--- src/rtl/sram_responder_if.sv ---
// sram_responder_if: active-low SRAM/Flash control-signal bus between an
// initiator (master) and the memory-side responder (slave).
//   CE/OE/WE/WP : active-low chip enable, output enable, write enable, write protect
//   address     : byte address, halfword aligned
//   wdata/rdata : 16-bit write / read data
//   ready/error : completion handshake, error valid while ready is high
interface sram_responder_if;
  localparam int unsigned AW = 32;
  localparam int unsigned DW = 16;

  logic          CE;
  logic          OE;
  logic          WE;
  logic          WP;
  logic [AW-1:0] address;
  logic [DW-1:0] wdata;
  logic [DW-1:0] rdata;
  logic          ready;
  logic          error;

  modport master (
    output CE, OE, WE, WP, address, wdata,
    input  rdata, ready, error
  );

  modport slave (
    input  CE, OE, WE, WP, address, wdata,
    output rdata, ready, error
  );
endinterface

--- src/rtl/sram_responder.sv ---
// sram_responder: memory-side responder for the SRAM/Flash control bus.
// Samples a request in IDLE, inserts WAIT_STATES wait cycles, performs the
// read or write on an internal 16-bit word array, then holds ready/error in
// DONE until CE returns high.
//   clk    : clock, rising edge
//   nRESET : asynchronous active-low reset
//   bus    : sram_responder_if slave modport (strobes, address, data, handshake)
module sram_responder #(
  parameter logic [31:0] BASE_ADDR   = 32'h2000_0000,
  parameter int unsigned DEPTH_LOG2  = 6,
  parameter int unsigned WAIT_STATES = 2
) (
  input  logic              clk,
  input  logic              nRESET,
  sram_responder_if.slave   bus
);
  localparam int unsigned AW    = 32;
  localparam int unsigned DW    = 16;
  localparam int unsigned CW    = 4;
  localparam int unsigned DEPTH = 1 << DEPTH_LOG2;

  typedef enum logic [1:0] {
    S_IDLE   = 2'd0,
    S_WAIT   = 2'd1,
    S_ACCESS = 2'd2,
    S_DONE   = 2'd3
  } state_e;

  state_e                state_q, state_d;
  logic [CW-1:0]         cnt_q, cnt_d;
  logic [AW-1:0]         addr_q, addr_d;
  logic [DW-1:0]         wdata_q, wdata_d;
  logic                  write_q, write_d;
  logic                  wp_q, wp_d;
  logic                  illegal_q, illegal_d;
  logic [DW-1:0]         rdata_q, rdata_d;
  logic                  ready_q, ready_d;
  logic                  error_q, error_d;

  logic [DW-1:0]         mem_q [DEPTH];
  logic                  mem_we_c;
  logic [DEPTH_LOG2-1:0] idx_c;
  logic                  in_win_c;
  logic                  misal_c;
  logic                  req_legal_c;
  logic                  req_illegal_c;

  // Request classification in IDLE: exactly one of OE/WE low is a legal op
  assign req_legal_c   = !bus.CE && (bus.OE != bus.WE);
  assign req_illegal_c = !bus.CE && !bus.OE && !bus.WE;

  // Decode of the latched address
  assign in_win_c = (addr_q[AW-1:DEPTH_LOG2+1] == BASE_ADDR[AW-1:DEPTH_LOG2+1]);
  assign idx_c    = addr_q[DEPTH_LOG2:1];
  assign misal_c  = addr_q[0];

  // State and datapath registers
  always_ff @(posedge clk or negedge nRESET) begin
    if (!nRESET) begin
      state_q   <= S_IDLE;
      cnt_q     <= '0;
      addr_q    <= '0;
      wdata_q   <= '0;
      write_q   <= 1'b0;
      wp_q      <= 1'b0;
      illegal_q <= 1'b0;
      rdata_q   <= '0;
      ready_q   <= 1'b0;
      error_q   <= 1'b0;
    end else begin
      state_q   <= state_d;
      cnt_q     <= cnt_d;
      addr_q    <= addr_d;
      wdata_q   <= wdata_d;
      write_q   <= write_d;
      wp_q      <= wp_d;
      illegal_q <= illegal_d;
      rdata_q   <= rdata_d;
      ready_q   <= ready_d;
      error_q   <= error_d;
    end
  end

  // Word array, intentionally not reset
  always_ff @(posedge clk) begin
    if (mem_we_c) begin
      mem_q[idx_c] <= wdata_q;
    end
  end

  // Next-state logic; illegal ops pass through ACCESS so ready rises one
  // edge after the start regardless of the wait-state setting
  always_comb begin
    state_d = state_q;
    unique case (state_q)
      S_IDLE: begin
        if (req_illegal_c) begin
          state_d = S_ACCESS;
        end else if (req_legal_c) begin
          state_d = (WAIT_STATES == 0) ? S_ACCESS : S_WAIT;
        end
      end
      S_WAIT: begin
        if (bus.CE) begin
          state_d = S_IDLE;
        end else if (cnt_q <= CW'(1)) begin
          state_d = S_ACCESS;
        end
      end
      S_ACCESS: begin
        state_d = bus.CE ? S_IDLE : S_DONE;
      end
      S_DONE: begin
        if (bus.CE) begin
          state_d = S_IDLE;
        end
      end
      default: state_d = S_IDLE;
    endcase
  end

  // Datapath / output next values and array write strobe
  always_comb begin
    cnt_d     = cnt_q;
    addr_d    = addr_q;
    wdata_d   = wdata_q;
    write_d   = write_q;
    wp_d      = wp_q;
    illegal_d = illegal_q;
    rdata_d   = rdata_q;
    ready_d   = ready_q;
    error_d   = error_q;
    mem_we_c  = 1'b0;
    unique case (state_q)
      S_IDLE: begin
        if (req_legal_c || req_illegal_c) begin
          addr_d    = bus.address;
          wdata_d   = bus.wdata;
          write_d   = !bus.WE;
          wp_d      = bus.WP;
          illegal_d = req_illegal_c;
          cnt_d     = (req_legal_c && (WAIT_STATES != 0)) ? CW'(WAIT_STATES) : '0;
        end
      end
      S_WAIT: begin
        cnt_d = bus.CE ? '0 : (cnt_q - CW'(1));
      end
      S_ACCESS: begin
        // An abort here leaves rdata/error untouched and skips the write
        if (!bus.CE) begin
          ready_d = 1'b1;
          if (illegal_q) begin
            error_d = 1'b1;
          end else if (!in_win_c || misal_c) begin
            error_d = 1'b1;
            rdata_d = '0;
          end else if (!write_q) begin
            rdata_d = mem_q[idx_c];
            error_d = 1'b0;
          end else if (wp_q) begin
            mem_we_c = 1'b1;
            error_d  = 1'b0;
          end else begin
            error_d = 1'b1;
          end
        end
      end
      S_DONE: begin
        if (bus.CE) begin
          ready_d = 1'b0;
          error_d = 1'b0;
        end
      end
      default: ;
    endcase
  end

  assign bus.rdata = rdata_q;
  assign bus.ready = ready_q;
  assign bus.error = error_q;
endmodule

--- src/flat_wrapper.sv ---
// flat-port wrapper written by rule: the top's interface ports become plain ports
module sram_responder_flat 
#(
  parameter logic [31:0] BASE_ADDR   = 32'h2000_0000,
  parameter int unsigned DEPTH_LOG2  = 6,
  parameter int unsigned WAIT_STATES = 2
)
  (clk, nRESET, bus_CE, bus_OE, bus_WE, bus_WP, bus_address, bus_wdata, bus_rdata, bus_ready, bus_error);
  sram_responder_if bus_i ();
  input  logic clk;
  input  logic nRESET;
  input wire logic [$bits(bus_i.CE)-1:0] bus_CE;
  input wire logic [$bits(bus_i.OE)-1:0] bus_OE;
  input wire logic [$bits(bus_i.WE)-1:0] bus_WE;
  input wire logic [$bits(bus_i.WP)-1:0] bus_WP;
  input wire logic [$bits(bus_i.address)-1:0] bus_address;
  input wire logic [$bits(bus_i.wdata)-1:0] bus_wdata;
  output wire logic [$bits(bus_i.rdata)-1:0] bus_rdata;
  output wire logic [$bits(bus_i.ready)-1:0] bus_ready;
  output wire logic [$bits(bus_i.error)-1:0] bus_error;
  assign bus_i.CE = bus_CE;
  assign bus_i.OE = bus_OE;
  assign bus_i.WE = bus_WE;
  assign bus_i.WP = bus_WP;
  assign bus_i.address = bus_address;
  assign bus_i.wdata = bus_wdata;
  assign bus_rdata = bus_i.rdata;
  assign bus_ready = bus_i.ready;
  assign bus_error = bus_i.error;
  sram_responder #(.BASE_ADDR(BASE_ADDR), .DEPTH_LOG2(DEPTH_LOG2), .WAIT_STATES(WAIT_STATES)) u_core (.clk(clk), .nRESET(nRESET), .bus(bus_i));
endmodule
--- config.mk ---
export PLATFORM = sky130hd
export DESIGN_NAME = sram_responder_flat
export DESIGN_NICKNAME = d
export VERILOG_FILES = /design/src/rtl/sram_responder_if.sv /design/src/rtl/sram_responder.sv /design/src/flat_wrapper.sv
export SDC_FILE = /design/constraint.sdc
export NUM_CORES = 1
export LEC_CHECK = 0
export BUFFER_PORTS_ARGS = -buffer_cell sky130_fd_sc_hd__buf_2
export CORE_MARGIN = 3
export CORE_UTILIZATION = 45
export CTS_BUF_LIST = sky130_fd_sc_hd__clkbuf_16
export CTS_CLUSTER_DIAMETER = 40
export DETAILED_ROUTE_END_ITERATION = 10
export SYNTH_ARGS = -nofsm -noshare
export SYNTH_HDL_FRONTEND = slang
export SYNTH_SLANG_ARGS = --single-unit
--- constraint.sdc ---
create_clock -name clk -period 2.5 [get_ports clk]
set_input_delay 0.5 -clock clk [delete_from_list [all_inputs] [get_ports clk]]
set_output_delay 0.5 -clock clk [all_outputs]
set_load 0.005 [all_outputs]
==> impl.org, run 1 <==
** Drt
- WL per Instance :: 27.3 um
- Once detail routing completed, the nets flagged for antenna violations numbered 0.
- In the routed design, unresolved DRC markers number 0.
- In the routed layout, each cell is associated on average with a via count of between 5 and 6.
- The detailed router placed approximately 26000 vias in this run.
- For this run, the detailed router's first-pass iteration total came to 5.
- Initial detailed-routing violation count :: 3056
- Total routed wirelength :: 119000 um

** Timing
- Counting I/O delays and the setup requirement, the final critical path takes roughly 2.5 ns.
- Final sum of negative setup slack :: -0.0219 ns
- The number of hold-slack violations in the final timing report was 0.
- Period Utilization, post-route :: 101%
- For the final database, setup skew stands at between 0.03 and 0.04 ns.
- Max-slew violation total from the final report :: 0
- RSZ-0062 raised after global routing :: true
- Slew at the pin closest to its max-slew limit :: 0.851 ns
- Once routing completed, OpenROAD measured the worst setup slack at -0.0219 ns.
- Timing would allow up to about 0.4 GHz.
- Finish-stage setup viols :: 1
- Headroom to the max-slew limit came out at a little over two fifths.

** Placed design
- In this run the cell area measured after placement is around 48000 sq um.
- OpenSTA, run right after detailed placement, puts the worst setup slack at -0.596 ns.
- Routability-driven placement finished with a final weighted congestion of around 0.88.
- Port buffer count :: 71
- Detailed placement ended at an HPWL of 72700 um.

** Worst setup path
- STA puts the critical path data required time at 3.08 ns.
- Counting buffers and inverters, the worst setup path is 11 cells deep.
- The setup path with the least slack is of type flop to flop.
- For the worst flop-to-flop path, the logic depth is 11.
- The worst setup path is captured at a flop.
- The signal on the critical path passes through clkbuf_4, buf_12, clkbuf_16, mux2i_1, o22ai_2, o31ai_2, buf_4, o2111ai_1, buf_4, nor4bb_4, o21ai_1.
- WP data arrival :: 3.11 ns
- STA classifies the critical path startpoint as a flop.
- Category of cells accounting for the largest share of critical-path delay :: buffers and inverters
- By instance count, the cell type seen most on the critical path is buf_4.
- Largest stage delay, worst path :: between 0.4 and 0.5 ns
- Crit-path max FO :: 10
- Slowest CP cell :: dfrtp_4
- Worst path bufs/invs :: 5

** CTS
- For this design, the sink count on the clock tree is ~1100.
- H-tree level count :: 4
- The later pin in the worst-skew pair is clocked with a latency of 0.74 ns.
- After clock tree synthesis, the clock-pin slew on the worst setup and hold paths is around 0.060 ns.
- Clock tree synthesis selected as its root buffer the cell clkbuf_16.
- TritonCTS built the clock tree.
- Max Root-Sink Buffers :: 3
- In this run, CTS created clock tree buffers numbering roughly 130.

** GRT
- For this run the aggregate overflow at the end of global routing stands at 0.
- Antenna violations before repair :: 8
- The first global-routing pass estimated roughly 170000 um of wire.
- Overall fraction of global-route tracks in use :: roughly a quarter
- Entering global routing, the biggest net connects 65 pins.
- Number of global-route vias before repair :: approximately 26000

** Power
- Total power divided by cell area :: ~1200 nW/um^2
- Leak Pwr :: around 19 nW
- IR analysis of the VDD net gives a maximum drop of between 900 and 1000 uV.

** Finish
- After filler insertion, the fill cell instance count of the layout stands at slightly below 7000.
- Synth-to-layout area growth :: 27.1%
- The post-route netlist has approximately 28% of its cells at a drive strength greater than 1.
- Measured on the finished design, the core utilization comes to between 50% and 60%.
- In the final layout, flip-flops and latches occupy 32700 sq um.
- Combined area of the multi-input logic cells :: between 9000 and 10000 sq um
- The finished cells cover 54400 sq um.
- Final-stage net count :: 3053

** Die
- In this run the core area contains roughly 110 standard-cell rows.
- Die H :: around 310 um
- Ports :: about 70
- Die Wd :: around 310 um
- Total core area :: between 90000 and 100000 sq um
- Die Area :: approximately 99000 sq um
- For this configuration, the core starts out at a cell density of 45.6%.

** Yosys
- Count of state elements after synthesis :: ~1100
- Number of enable-type register cells in the synthesized netlist :: approximately 1000
- Among all cell types in the netlist, the one instantiated most often is edfxtp_1.
- Post-Synthesis Cell Area :: around 43000 sq um
- Top cells by area in the synthesized netlist :: edfxtp_1, mux2i_1, dfrtp_1
- Yosys warnings :: 0
- Async SR Flop Fraction :: a little under 7%
- Mapped Cells :: 2558
- Counting instances in the post-synthesis netlist gives the leading cell types as edfxtp_1, mux2i_1, nand2_1, o22ai_1, nor2_1.
- Averaged over all synthesized cells, the footprint is around 17 sq um.
- When the netlist entered floorplanning its net count stood at 2614.
- Share of synthesized area occupied by flip-flops and latches :: 76.3%
- In the synthesized netlist the dominant register cell turns out to be edfxtp_1.
- Area share of the largest cell type after synthesis :: 71.9%
- Cell accounting for the most synthesized area :: edfxtp_1
- Yosys mapped the design onto approximately 60 distinct sky130hd cell types.

** Worst hold path
- Worst min-delay path class :: input port to flop
- Along the worst hold path, the cell count comes to 3.

** Flow run
- Across the run, the number of max-cap violations was 0.

** Status
- Result of the run :: finished, violations left
- Violations in the final reports :: negative setup slack
flip-flops by register name, indices dropped and copies added (netlist names):
signal            flops
u_core.wdata_q       16
u_core.bus.ready      1
u_core.state_q        2
u_core.bus.error      1
u_core.wp_q           1
u_core.illegal_q      1
u_core.addr_q        32
u_core.write_q        1
u_core.cnt_q          4
u_core.mem_q       1024
u_core.bus.rdata     16
where the power goes:
part	total (mW)	internal [mW]	switching, mW
Sequential	24.6	23.2	1.45
Combinational	22.4	9.03	13.4
Clock	18.8	11.0	7.75
Total	65.8	43.2	22.6
per-layer routing:
| metal | vias to the layer above | global-route usage, % | part of all wire, % |
|---|---|---|---|
| met5 | - | 0 | 0.0059 |
| met4 | 2 | 6.75 | 2.7 |
| met3 | 154 | 4.86 | 8.6 |
| met2 | 1147 | 36.9 | 47 |
| met1 | 13354 | 34.5 | 42 |
| li1 | 11217 | - | - |
kinds of logic (layout without fill, tap and decap cells):
| kind of cell | after synthesis | count (layout) | share of synthesized area, % |
|---|---|---|---|
| compound gates | 572 | 572 | 10.2 |
| flops | 1099 | 1099 | 76.3 |
| xor+xnor | 2 | 2 | 0.0409 |
| other cells | 0 | 2 | 0 |
| mux | 304 | 304 | 7.37 |
| simple gates | 299 | 299 | 3.13 |
| fa+ha+maj | 2 | 2 | 0.0585 |
| buf+inv | 280 | 829 | 2.98 |
worst paths after layout:
path,from,end,slack [ns]
setup / recovery,u_core.addr_q[3],u_core.bus.rdata[4],-0.02
hold / removal,bus_CE,u_core.state_q[1],0.09
setup reg to reg,u_core.addr_q[3],u_core.bus.rdata[4],-0.02
hold reg to reg,u_core.bus.rdata[10],u_core.bus.rdata[10],0.49
max in group asynchronous,nRESET,u_core.write_q,1.40
min in group asynchronous,nRESET,u_core.addr_q[12],0.33
worst min-delay path: stages:
cell	delay (ns)
buf_2	0.09
buf_4	0.14
a21oi_1	0.04
through the flow:
stage | std cells | hold slack (ns) | power [mW]
6_report | 4363 | 0.0895 | 65.8
5_1_grt | 4363 | 0.0700 | 68.0
4_1_cts | 4340 | 0.0276 | 65.0
3_5_place_dp | 4028 | 0.482 | 45.1
3_3_place_gp | 4028 | 0.473 | 44.7
2_1_floorplan | 2558 | 0.204 | 34.9
area by class of cell:
cell class	instances	share of cell area (%)
flip-flops and latches	1099	60.1
multi-input cells	1179	18.0
repair buffers	487	10.3
clock buffers	133	6.12
well taps	1254	2.89
clock inverters	111	1.93
inverters	98	0.681
diodes	2	0.00921
layout by cell type, fill, tap and decap left out, types with 40 or more instances in the layout:
cell type / synthesis / final
buf_4: 11 / 203
a221o_1: 86 / 86
o22ai_1: 134 / 118
mux2_2: 48 / 48
nor2_2: 0 / 40
dfrtp_1: 75 / 56
inv_1: 98 / 118
buf_12: 0 / 122
edfxtp_1: 1024 / 1024
nand2_1: 137 / 131
nor2_1: 109 / 48
dlygate4sd3_1: 0 / 49
mux2i_1: 252 / 240
buf_2: 91 / 70
clkbuf_16: 0 / 145
o32ai_1: 90 / 89
a221oi_1: 70 / 70
repair_timing:
action,in CTS,in global routing
hold endpoints to repair,84,0
endpoints found under the setup margin,1021,1040
pin swaps,23,42
gates resized for setup,116,105
hold buffers,49,0
cloned,5,13
buffers inserted,14,10
No activity file was read; power rests on OpenSTA's default activity.
==> run 2, diff against run 1 <==
- CORE_UTILIZATION: 45 -> 55
- PLACE_DENSITY: not set -> 0.74
==> run 2 against run 1 <==
  * The run still ends with negative setup slack left
  * Core utilization grew 12 points
  * Non-clock buffer count grew 7
  * First-iteration DRC count grew 36%
  * Sequential power is essentially flat
  * Worst setup slack lost 0.15 ns
  * Via count grew 6.2%
  * Global-route usage grew 4.6 points
  * Die area shrank 18%
  * Combinational power grew 2%
  * Maximum frequency shrank 5.8%
  * Worst hold slack lost 0.065 ns
  * Power shrank 1.4%
  * Critical path type unchanged
  * Largest power group unchanged
==> impl.org, run 2 (synthesis gave the netlist of run 1 again) <==
** GRT
- The all-layer global routing usage was 28.4% (was 23.8%).
- The number of global-route vias before repair came to 26538 (was 25702).
- Antenna violations before repair :: 1 (was 8)
- Wire length of the first global-routing pass :: 171000 um (was 173000 um)
- The total congestion overflow after global routing is 0 (unchanged).
- Pin count of the biggest net entering global routing :: 74 (was 65)

** Finish
- The filler-free cell count of the finished design was 4123 (was 4363).
- Commonest non-fill, non-tap cell in the layout :: edfxtp_1 (unchanged)
- Final-stage net count :: 3048 (was 3053)
- The number of flip-flops under the largest register name was 1024 (unchanged).
- Share of post-route cells with drive strength above 1 :: 28.7% (was 28.2%)
- Registers with the most flip-flops :: u_core.mem_q (1024), u_core.addr_q (32) (unchanged)
- Most flop-heavy register :: u_core.mem_q (unchanged)
- The synthesis-to-finish area growth was 25.8% (was 27.1%).
- Commonest non-fill, non-tap cells in the layout :: edfxtp_1, mux2i_1, buf_4, clkbuf_16, nand2_1 (unchanged)
- Total non-filler cell area in the finished layout :: 53800 sq um (was 54400 sq um)
- The number of fill cells was 4339 (was 6836).
- Post-Route Utilization :: 70.4% (was 58.0%)

** CTS
- The clock slew seen by the registers of the worst setup and hold paths came to 0.06 ns (about the same).
- The depth of the CTS H-tree was 3 (was 4).
- Clock tree from TritonCTS :: built (unchanged)
- The insertion delay of the later-clocked pin in the worst-skew pair is 0.72 ns (was 0.74 ns).
- The maximum root-to-sink buffer count is 3 (unchanged).
- The count of clock tree sinks came to 1099 (unchanged).
- Root buffer cell :: clkbuf_16 (unchanged)
- Number of buffers created by CTS :: 120 (was 132)

** Worst setup path
- The endpoint class of the critical path was a flop (unchanged).
- Kind of critical path :: flop to flop (unchanged)
- The logic depth of the worst register-to-register path came to 12 (was 11).
- The arrival time at the worst endpoint is 3.26 ns (was 3.11 ns).
- Crit-path max FO :: 13 (was 10)
- The critical path startpoint category is a flop (unchanged).
- Required time of the critical path :: 3.09 ns (was 3.08 ns)

** Timing
- Max-slew violation total from the final report :: 0 (unchanged)
- Least setup slack across all paths after layout :: -0.176 ns (was -0.0219 ns)
- The number of hold-slack violations in the final timing report was 0 (unchanged).
- The tightest slew margin relative to the limit came to 33.0% (was 43.3%).
- The time the final worst path needs with I/O delays and setup was 2.68 ns (was 2.52 ns).
- The top achievable clock speed came to 0.374 GHz (was 0.397 GHz).
- Clock skew after layout :: 0.0402 ns (was 0.0369 ns)
- RSZ-0062 raised after global routing: true (unchanged).
- The final worst hold slack is 0.0244 ns (was 0.0895 ns).
- The setup TNS is -99.02 ns (was -0.0219 ns).
- The number of setup violations in the final report is 1029 (was 1).
- The transition time at the pin with the least slew margin was 1.00 ns (was 0.851 ns).
- Period Utilization, post-route :: 107% (was 101%)

** Drt
- The average wire per cell in the routed design was 30.2 um (was 27.3 um).
- The length of the first detailed-routing pass in iterations is 6 (was 5).
- The total via count after detailed routing came to 27491 (was 25874).
- Total routed wirelength :: 124000 um (was 119000 um)
- Routed Antenna Nets :: 0 (unchanged)
- The number of DRC markers after the initial detailed-route iteration came to 4157 (was 3056).
- The number of vias per cell after detailed routing came to 6.67 (was 5.93).
- Count of unresolved DRC violations after routing :: 0 (unchanged)

** Power
- Total power divided by cell area :: 1200 nW/um^2 (was 1210 nW/um^2)
- The post-layout total power is 64.8 mW (was 65.8 mW).
- Leak Pwr :: 18.8 nW (about the same)
- Largest vdd supply drop :: 896 uV (was 941 uV)

** Placed design
- RePlAce Congestion :: 0.980 (was 0.880)
- Port buffer count :: 71 (unchanged)
- The cell count after placement was 3824 (was 4028).
- The placed standard-cell area is 47600 sq um (was 47900 sq um).
- Post-placement worst setup slack :: -0.395 ns (was -0.596 ns)
- The detailed-placement wirelength estimate came to 70300 um (was 72700 um).

** Die
- Die Wd :: 285 um (was 314 um)
- Cell row count :: 101 (was 112)
- The top-level I/O count was 72 (unchanged).
- Die Area :: 81200 sq um (was 98800 sq um)
- The area of the placeable core is 76500 sq um (was 93700 sq um).
- Initial Util :: 56.0% (was 45.6%)
- The y dimension of the die came to 285 um (was 314 um).

** Worst hold path
- The worst hold path cell count came to 2 (was 3).
- The classification of the worst-slack hold path is input port to flop (unchanged).

** Status
- Violations in the final reports: negative setup slack (unchanged).
- Result of the run :: finished, violations left (unchanged)

** Flow run
- Max-Cap Viols :: 0 (unchanged)
## run 2: cell count changes in the layout (fill, tap and decap cells not counted), moves of 7 or more
cell,delta
buf_12,-12
nor2_4,+22
buf_6,+7
o22ai_1,+9
dlygate4sd3_1,-32
nor2_2,-18
buf_4,+20
mux2i_1,+7
## run 2: final cells by class
class | instances | area [sq um] | share of cell area [%]
diodes | 1 | 2.50 | 0.00465
clock buffers | 122 | 3050 | 5.67
clock inverters | 100 | 855 | 1.59
inverters | 98 | 368 | 0.683
multi-input cells | 1179 | 9730 | 18.1
flip-flops and latches | 1099 | 32700 | 60.6
well taps | 1030 | 1290 | 2.39
repair buffers | 494 | 5890 | 10.9
## run 2: routing by layer
layer / vias to the layer above / share of wire [%] / track usage [%]
li1: 11177 / - / -
met1: 13793 / 36 / 38.2
met2: 2127 / 47 / 45.5
met3: 394 / 12 / 5.91
met4: 0 / 5.1 / 12.1
met5: - / 0 / 0
## run 2: worst max-delay path, stage by stage, from the launching register on
cell,delay (ns)
dfrtp_4,0.53
buf_6,0.14
buf_12,0.13
inv_2,0.06
buf_12,0.16
buf_16,0.16
buf_4,0.19
a221oi_1,0.31
nor2_1,0.16
o21ai_0,0.31
buf_4,0.17
and4bb_1,0.18
o21ai_1,0.05
## run 2: path summary, 6_finish.rpt
kind,from,slack [ns],to
max in group asynchronous,nRESET,1.48,u_core.addr_q[3]
max reg2reg,u_core.addr_q[3],-0.18,u_core.bus.rdata[8]
max,u_core.addr_q[3],-0.18,u_core.bus.rdata[8]
min reg2reg,u_core.bus.rdata[4],0.50,u_core.bus.rdata[4]
min,bus_wdata[4],0.02,u_core.wdata_q[4]
min in group asynchronous,nRESET,0.36,u_core.addr_q[14]
## run 2: what timing repair did
| action | CTS | global route |
|---|---|---|
| hold endpoints to repair | 59 | 0 |
| setup endpoints to repair | 1038 | 1040 |
| buffers inserted | 13 | 11 |
| pin swaps | 26 | 34 |
| cloned | 15 | 29 |
| gates resized for setup | 138 | 117 |
| hold buffers | 17 | 0 |
## run 2: report_power, final
group          total, mW  leakage (nW)  switching, mW  internal (mW)
Sequential          24.8          10.1           1.66           23.2
Combinational       22.8          6.72           13.8           9.04
Clock               17.2          1.94           7.49           9.71
